<file path="config.mk">
export PLATFORM = sky130hd
export DESIGN_NAME = left_shift_deserializer_ctrl_flat
export DESIGN_NICKNAME = d
export VERILOG_FILES = /design/src/rtl/left_shift_deserializer_ctrl_if.sv /design/src/rtl/left_shift_deserializer_ctrl.sv /design/src/flat_wrapper.sv
export SDC_FILE = /design/constraint.sdc
export NUM_CORES = 1
export LEC_CHECK = 0
export BUFFER_PORTS_ARGS = -buffer_cell sky130_fd_sc_hd__buf_2
export CORE_MARGIN = 1
export CORE_UTILIZATION = 35
export CTS_BUF_LIST = sky130_fd_sc_hd__clkbuf_4
export CTS_CLUSTER_DIAMETER = 60
export DETAILED_ROUTE_END_ITERATION = 10
export HOLD_SLACK_MARGIN = 0.1
export PLACE_DENSITY = 0.72
export SETUP_SLACK_MARGIN = 0.2
export SKIP_LAST_GASP = 1
export SLEW_MARGIN = 25
export SYNTH_ARGS = -nofsm -noshare
export SYNTH_HDL_FRONTEND = slang
export SYNTH_SLANG_ARGS = --single-unit
</file>
<file path="constraint.sdc">
create_clock -name clk -period 1.3 [get_ports clk]
set_clock_uncertainty 0.15 [all_clocks]
set_input_delay 0 -clock clk [delete_from_list [all_inputs] [get_ports clk]]
set_output_delay 0 -clock clk [all_outputs]
set_load 0.01 [all_outputs]
</file>
<file path="src/rtl/left_shift_deserializer_ctrl_if.sv">
// left_shift_deserializer_ctrl_if
// Groups the serial input stream and the parallel output stream of the
// deserializer controller.
//   s_valid/s_data/s_ready : one-bit serial stream into the controller
//   m_valid/m_data/m_count/m_ready : word stream out of the controller
// Modports:
//   slave  - the controller's view (it sinks bits and sources words)
//   master - the environment's view (it sources bits and sinks words)
interface left_shift_deserializer_ctrl_if #(
  parameter int DEPTH = 8,
  localparam int CW = $clog2(DEPTH + 1)
);
  logic             s_valid;
  logic             s_data;
  logic             s_ready;
  logic             m_valid;
  logic             m_ready;
  logic [DEPTH-1:0] m_data;
  logic [CW-1:0]    m_count;

  modport slave (
    input  s_valid, s_data, m_ready,
    output s_ready, m_valid, m_data, m_count
  );

  modport master (
    output s_valid, s_data, m_ready,
    input  s_ready, m_valid, m_data, m_count
  );
endinterface

</file>
<file path="src/rtl/left_shift_deserializer_ctrl.sv">
// left_shift_deserializer_ctrl
// Sequences an external left shift register of the same DEPTH as a
// serial-to-parallel deserializer. Bits arrive oldest-first and end up with
// the oldest bit in the MSB; after DEPTH accepted bits the register contents
// are offered as one word until the consumer takes it.
//
// Ports:
//   clk        system clock
//   reset      synchronous, active-high
//   bus        stream interface (slave modport): serial in, word out
//   flush      (only with LEFT_SHIFT_DESER_FLUSH_EN) emit a partial word
//   sr_enable  shift enable to the register
//   sr_reset   synchronous clear to the register
//   sr_in      serial data to the register
//   sr_out     register contents read back
//   busy       a word is partially filled or waiting to be taken
//
// Optional feature macro: LEFT_SHIFT_DESER_FLUSH_EN
//
// state | meaning
// FILL  | accepting serial bits, bit_cnt holds bits shifted so far
// HOLD  | word presented on m_data, register frozen until handshake
module left_shift_deserializer_ctrl #(
  parameter int DEPTH = 8,
  localparam int CW = $clog2(DEPTH + 1)
) (
  input  logic                          clk,
  input  logic                          reset,
  left_shift_deserializer_ctrl_if.slave bus,
`ifdef LEFT_SHIFT_DESER_FLUSH_EN
  input  logic                          flush,
`endif
  output logic                          sr_enable,
  output logic                          sr_reset,
  output logic                          sr_in,
  input  logic [DEPTH-1:0]              sr_out,
  output logic                          busy
);

  typedef enum logic {FILL, HOLD} state_t;

  state_t        state;
  logic [CW-1:0] bit_cnt;
  logic [CW-1:0] count_q;
  logic          s_ready_q;
  logic          m_valid_q;

  logic accept;
  logic handshake;
  logic flush_go;

  // Gating with reset keeps both handshakes closed from the very first
  // reset cycle, before the registered flags have been initialised.
  assign bus.s_ready = s_ready_q & ~reset;
  assign bus.m_valid = m_valid_q & ~reset;
  assign bus.m_data  = sr_out;
  assign bus.m_count = reset ? '0 : count_q;

  assign accept    = bus.s_valid & bus.s_ready;
  assign handshake = bus.m_valid & bus.m_ready;

  // An accept in the same cycle wins over flush.
`ifdef LEFT_SHIFT_DESER_FLUSH_EN
  assign flush_go = (state == FILL) & flush & (bit_cnt != '0) & ~accept & ~reset;
`else
  assign flush_go = 1'b0;
`endif

  assign sr_in     = bus.s_data;
  assign sr_enable = accept;
  // Clearing at the handshake edge leaves the register empty for the next
  // word and zero-fills the upper bits of any flushed partial word.
  assign sr_reset  = reset | handshake;

  assign busy = (state == HOLD) | ((state == FILL) & (bit_cnt != '0));

  always_ff @(posedge clk) begin
    if (reset) begin
      state     <= FILL;
      bit_cnt   <= '0;
      count_q   <= '0;
      s_ready_q <= 1'b1;
      m_valid_q <= 1'b0;
    end else begin
      case (state)
        FILL: begin
          if (accept) begin
            if (bit_cnt == CW'(DEPTH - 1)) begin
              state     <= HOLD;
              bit_cnt   <= '0;
              count_q   <= CW'(DEPTH);
              s_ready_q <= 1'b0;
              m_valid_q <= 1'b1;
            end else begin
              bit_cnt <= bit_cnt + CW'(1);
            end
          end else if (flush_go) begin
            state     <= HOLD;
            count_q   <= bit_cnt;
            bit_cnt   <= '0;
            s_ready_q <= 1'b0;
            m_valid_q <= 1'b1;
          end
        end
        HOLD: begin
          if (handshake) begin
            state     <= FILL;
            count_q   <= '0;
            s_ready_q <= 1'b1;
            m_valid_q <= 1'b0;
          end
        end
      endcase
    end
  end

endmodule
</file>
<file path="src/flat_wrapper.sv">
// flat-port wrapper written by rule: the top's interface ports become plain ports
module left_shift_deserializer_ctrl_flat 
#(
  parameter int DEPTH = 8,
  localparam int CW = $clog2(DEPTH + 1)
)
  (clk, reset, sr_enable, sr_reset, sr_in, sr_out, busy, bus_s_valid, bus_s_data, bus_m_ready, bus_s_ready, bus_m_valid, bus_m_data, bus_m_count);
  left_shift_deserializer_ctrl_if #(.DEPTH(DEPTH)) bus_i ();
  input  logic clk;
  input  logic reset;
  output logic sr_enable;
  output logic sr_reset;
  output logic sr_in;
  input  logic [DEPTH-1:0] sr_out;
  output logic busy;
  input wire logic [$bits(bus_i.s_valid)-1:0] bus_s_valid;
  input wire logic [$bits(bus_i.s_data)-1:0] bus_s_data;
  input wire logic [$bits(bus_i.m_ready)-1:0] bus_m_ready;
  output wire logic [$bits(bus_i.s_ready)-1:0] bus_s_ready;
  output wire logic [$bits(bus_i.m_valid)-1:0] bus_m_valid;
  output wire logic [$bits(bus_i.m_data)-1:0] bus_m_data;
  output wire logic [$bits(bus_i.m_count)-1:0] bus_m_count;
  assign bus_i.s_valid = bus_s_valid;
  assign bus_i.s_data = bus_s_data;
  assign bus_i.m_ready = bus_m_ready;
  assign bus_s_ready = bus_i.s_ready;
  assign bus_m_valid = bus_i.m_valid;
  assign bus_m_data = bus_i.m_data;
  assign bus_m_count = bus_i.m_count;
  left_shift_deserializer_ctrl #(.DEPTH(DEPTH)) u_core (.clk(clk), .reset(reset), .bus(bus_i), .sr_enable(sr_enable), .sr_reset(sr_reset), .sr_in(sr_in), .sr_out(sr_out), .busy(busy));
endmodule
</file>
* After elaboration in Yosys (flattened, before gate mapping)
Index checks and enable logic that the tools add are counted.
Word-level totals: register bits after elaboration 11, bits of input ports 13, output and inout port bits 18, word-level logic and storage cells 40
Cells by class: add/subtract/negate cells 1, equal/unequal tests 4, mux-type cells 18, bitwise gates (word level) 9, reductions and logical operators 3
Operators with widths (count):
- 4-bit two-way mux | 5
- 1-bit two-way mux | 9
- 4-bit one-hot mux with 2 select lines | 1
- 2-bit != test, second input constant | 3
- 1-bit one-hot mux with 2 select lines | 3
- 1-bit AND | 5
- 4-bit by 1-bit adder with 4-bit output, second input constant | 1
- 4-bit by 3-bit equality test with 1-bit output, second input constant | 1
- 4-bit nonzero test | 1
- 3-bit AND reduction | 1
- 1-bit inverter | 2
- 1-bit bitwise OR | 2
- 2-bit AND reduction | 1

* Depth between registers and ports, before layout
depth in word-level cells 5, gate-level depth with buffers 4, gate-level depth less buffers 4

* Least setup slack after synthesis
Ideal clock, no wire load.
path kind register -> register, start point register u_core.bit_cnt[0], end point register u_core.s_ready_q, setup time 0.114 ns, arrival time 1.154 ns, required time 1.036 ns, slack -0.118 ns, stages on the path, launching flop included 5, path buffers 0, clock period less this slack 1.418 ns, cells stage by stage dfxtp_1 -> ha_1 -> nand2_1 -> or4_4 -> a21o_1
On the way: word-level cells in the longest chain between the ends 3
RTL lines:
- start, declared | RTL line left_shift_deserializer_ctrl.sv:43 | logic [CW-1:0] bit_cnt;
- start signal, assigned | RTL line left_shift_deserializer_ctrl.sv:95 | bit_cnt <= bit_cnt + CW'(1);
- 4-bit by 3-bit equality test with 1-bit output | RTL line left_shift_deserializer_ctrl.sv:88 | if (bit_cnt == CW'(DEPTH - 1)) begin
- 2-bit != test (no source line)
- 3-bit AND reduction (no source line)
- end signal, assigned | RTL line left_shift_deserializer_ctrl.sv:82 | s_ready_q <= 1'b1;
- end signal, assigned | RTL line left_shift_deserializer_ctrl.sv:92 | s_ready_q <= 1'b0;
- end signal, assigned | RTL line left_shift_deserializer_ctrl.sv:101 | s_ready_q <= 1'b0;
- end, declared | RTL line left_shift_deserializer_ctrl.sv:45 | logic s_ready_q;
Every way passes these cells. A chain may end at the register's enable or synchronous reset.

* Worst setup path after layout
start point register u_core.bit_cnt[1], end point output port busy
On the way: word-level cells in the longest chain between the ends 3
RTL lines:
- 4-bit nonzero test | RTL line left_shift_deserializer_ctrl.sv:75 | assign busy = (state == HOLD) | ((state == FILL) & (bit_cnt != '0));
- 1-bit AND | RTL line left_shift_deserializer_ctrl.sv:75
- 1-bit bitwise OR | RTL line left_shift_deserializer_ctrl.sv:75
- end, declared | RTL line flat_wrapper.sv:15 | output logic busy;
Every way passes these cells.

==> flow_summary_export.csv <==
group,metric,value,unit
run_status,outcome,"complete, but fails checks",
run_status,failed_checks,"negative setup slack",
timing,fin_crit,1532,ps
setup_path,crit_end,"busy",
power_and_ir_drop,clkPwrFrac,36.7,%
global_route,grt_max_degree,8,
floorplan,std_cell_rows,13,
timing,setup_slack,-232.1,ps
cts,cts_inserted_buffers,3,
drt,num_vias,472,
placement,gp_congestion,0.7931,
setup_path,path_max_fanout,4,
setup_path,crit_path_max_incr_delay,460,ps
setup_path,r2r-start,"u_core.bit_cnt[1]$_SDFFE_PP0P_",
min_path,holdCritPathClass,"input pin to flip-flop",
setup_path,r2r_cells,5,
logic_synthesis,yosys_warnings,0,
logic_synthesis,synth_area_leader_cell,"dfxtp_1",
drt,viasPerCell,4.917,
logic_synthesis,synth_edf_count,0,
timing,grt_setup_unrepaired,"true",
setup_path,rrSetupSlack,-230,ps
cts,cts.sinks,7,
cts,cts_tree,"built",
global_route,grt_pass1_wl,1.676,mm
cts,insertion_delay,260,ps
setup_path,cp.required,1150,ps
timing,fmax,652.7,MHz
power_and_ir_drop,swShare,25.97,%
global_route,track_usage,16.88,%
layout,n_fill_cell,101,
global_route,grt-busiest-layer,"met2",
setup_path,cp_cell_sequence,"inv_2 -> ha_4 -> or4b_4 -> buf_6",
floorplan,die_w,39.39,um
power_and_ir_drop,pwr-share-seq,37.1,%
power_and_ir_drop,power.internal,0.0004487,W
logic_synthesis,syn_area,489.2,sq um
global_route,met2_usage,30.42,%
logic_synthesis,synth_most_common_cell,"buf_4",
global_route,antenna_found_initial,0,
drt,ant_nets,0,
cts,cts_buffer_depth,2,
job,maxCapViolations,0,
logic_synthesis,synth_area_per_cell,8.895,sq um
setup_path,worst-endpoint-arrival,1380,ps
logic_synthesis,synth_ff_type,"dfxtp_1",
drt,drc_errors,0,
cts,h-tree-depth,1,
logic_synthesis,synth.ff_latch_count,7,
floorplan,io_pins,31,
placement,pre_cts_slack,-112.6,ps
floorplan,die_h,39.39,um
setup_path,crit_path_top_delay_cell,"or4b_4",
logic_synthesis,ys_seq_area_share,28.64,%
timing,finalSetupViolCount,8,
logic_synthesis,synth_cell_type_count,25,
power_and_ir_drop,pwr-share-comb,26.2,%
drt,drt-pass1-iter-count,3,
global_route,first_global_vias,412,
placement,postPlaceCellArea,536.8,sq um
power_and_ir_drop,worst_ir_drop_vdd,0.4604,mV
drt,wl_per_cell,12.56,um
layout,n_antenna_cell,0,
logic_synthesis,synth_area_leaders,"dfxtp_1 29%, buf_4 20%, ha_1 5.1%",
layout,area_growth,71.36,%
global_route,met1_usage,16.27,%
setup_path,crit_type,"flip-flop to output pin",
placement,dp_hpwl,641.2,um
cts,cts.clk_slew.worst_paths,50,ps
setup_path,cp-startpoint,"u_core.bit_cnt[1]$_SDFFE_PP0P_",
layout,layout-drive-gt1-share,58.02,%
cts,cts-root-buf,"clkbuf_4",
logic_synthesis,netlist.area_leader.share,28.64,%
timing,final_hold_viol_count,0,
power_and_ir_drop,static-leakage-power,0.3674,nW
setup_path,startpoint_type,"flip-flop",
floorplan,dieArea,1551,sq um
layout,fin_nets,97,
drt,initialDrtViolationCount,6,
layout,final_area,838.3,sq um
timing,finalCritPeriodShare,117.9,%
logic_synthesis,syn_inst,55,
logic_synthesis,netlist_top_cells_count,"13 x buf_4, 7 x dfxtp_1, 4 x inv_1, 4 x nand2_1, 3 x a21oi_1",
floorplan,start_util,37.60,%
setup_path,end_kind,"output pin",
placement,io_buffers,9,
timing,slew_violations,0,
setup_path,r2r_end,"u_core.bit_cnt[3]$_SDFFE_PP0P_",
drt,totalWireLength,1.206,mm
global_route,use_met3,4.545,%
power_and_ir_drop,p_sw,0.0001574,W
power_and_ir_drop,p_per_area,722.9,nW/um^2
floorplan,coreArea,1301,sq um
global_route,grt.overflow.total,0,
logic_synthesis,synthArstFlopShare,0,%
-- registers in the layout (all words and copies together) (netlist names) --
name,count
u_core.count_q,1
u_core.bit_cnt,4
u_core.s_ready_q,1
u_core.state,1
-- layer usage --
layer / up-vias / share of wire [%]
met5: - / 0
met4: 0 / 2.8
met3: 5 / 6.6
met2: 26 / 55
met1: 217 / 36
li1: 224 / -
-- cell usage in the layout, fill, tap and decap left out, types with 2 or more instances in the layout --
cell type and n:
a21oi_1 2, and2b_2 2, buf_2 3, buf_4 9
buf_6 10, clkbuf_4 4, conb_1 3, dfxtp_1 2
dfxtp_2 2, dfxtp_4 3, dlygate4sd3_1 10, ha_4 2
inv_2 2, nand2_1 4, nor2_1 2
-- critical path: cells and delay by family (launching register included) --
kind / cells / cell delay, ps
simple gates: 1 / 460
fa+ha+maj: 1 / 120
buf+inv: 2 / 200
flops: 1 / 350
-- power groups by stage --
stage	clock network (W)	registers [W]	logic (W)
final	0.000222	0.000225	0.000159
after global routing	0.000251	0.000225	0.000172
after CTS	0.000234	0.000226	0.000127
after detailed placement	0	0.000232	0.0000691
after global placement	0	0.000232	0.0000688
after floorplan	0	0.000231	0.0000785
-- worst min path at each step --
stage                                endpoint  slack (ps)  cells after the start         from
5_1_grt        u_core.count_q[3]$_SDFFE_PP0P_          10                      4  bus_s_valid
3_5_place_dp                    bus_m_data[4]        -150                      0    sr_out[4]
2_1_floorplan                   bus_m_data[0]         -60                      1    sr_out[0]
6_report       u_core.count_q[3]$_SDFFE_PP0P_          20                      4        reset
3_3_place_gp                    bus_m_data[4]        -150                      0    sr_out[4]
4_1_cts        u_core.bit_cnt[2]$_SDFFE_PP0P_           8                      4  bus_s_valid
-- metrics by stage --
stage | utilization, % | instances | TNS (ps) | hold slack (ps) | total power (W)
after floorplan | - | 57 | -72.74 | -58.23 | 0.0003100
after detailed placement | 41.25 | 76 | -447.3 | -149.9 | 0.0003014
after global placement | 41.25 | 76 | -354.6 | -149.9 | 0.0003007
after global routing | 64.42 | 96 | -1401 | 14.78 | 0.0006473
final | 64.42 | 96 | -1099 | 20.86 | 0.0006061
after CTS | 56.44 | 93 | -1152 | 8.359 | 0.0005872
-- cell families (layout without fill, tap and decap cells) --
group / count (synthesis) / in the layout / synth area share [%]
buffers and inverters: 18 / 42 / 25.32
AND/OR/NAND/NOR: 16 / 16 / 24.30
AO/OA/AOI/OAI: 9 / 9 / 12.02
flip-flops: 7 / 7 / 28.64
adder cells (fa/ha/maj): 2 / 2 / 5.114
other: 1 / 3 / 0.7665
XOR/XNOR: 1 / 1 / 1.791
multiplexers: 1 / 1 / 2.046
-- area by class of cell --
| type | instances | area [sq um] | share of cell area [%] |
|---|---|---|---|
| Sequential cell | 7 | 153.9 | 18.36 |
| Clock buffer | 4 | 30.03 | 3.582 |
| Tap cell | 15 | 18.77 | 2.239 |
| Inverter | 4 | 17.52 | 2.090 |
| Timing Repair Buffer | 34 | 327.8 | 39.10 |
| Multi-Input combinational cell | 32 | 290.3 | 34.63 |
-- what timing repair did --
action                                  in CTS  in global routing
gates resized for setup                      8                 22
hold endpoints to repair                    16                  5
hold buffers                                11                  1
pin swaps                                    3                  3
endpoints found under the setup margin      10                 13
gates cloned                                 0                  0
setup buffers                                2                  3
Power figures use the tool's default switching activity.
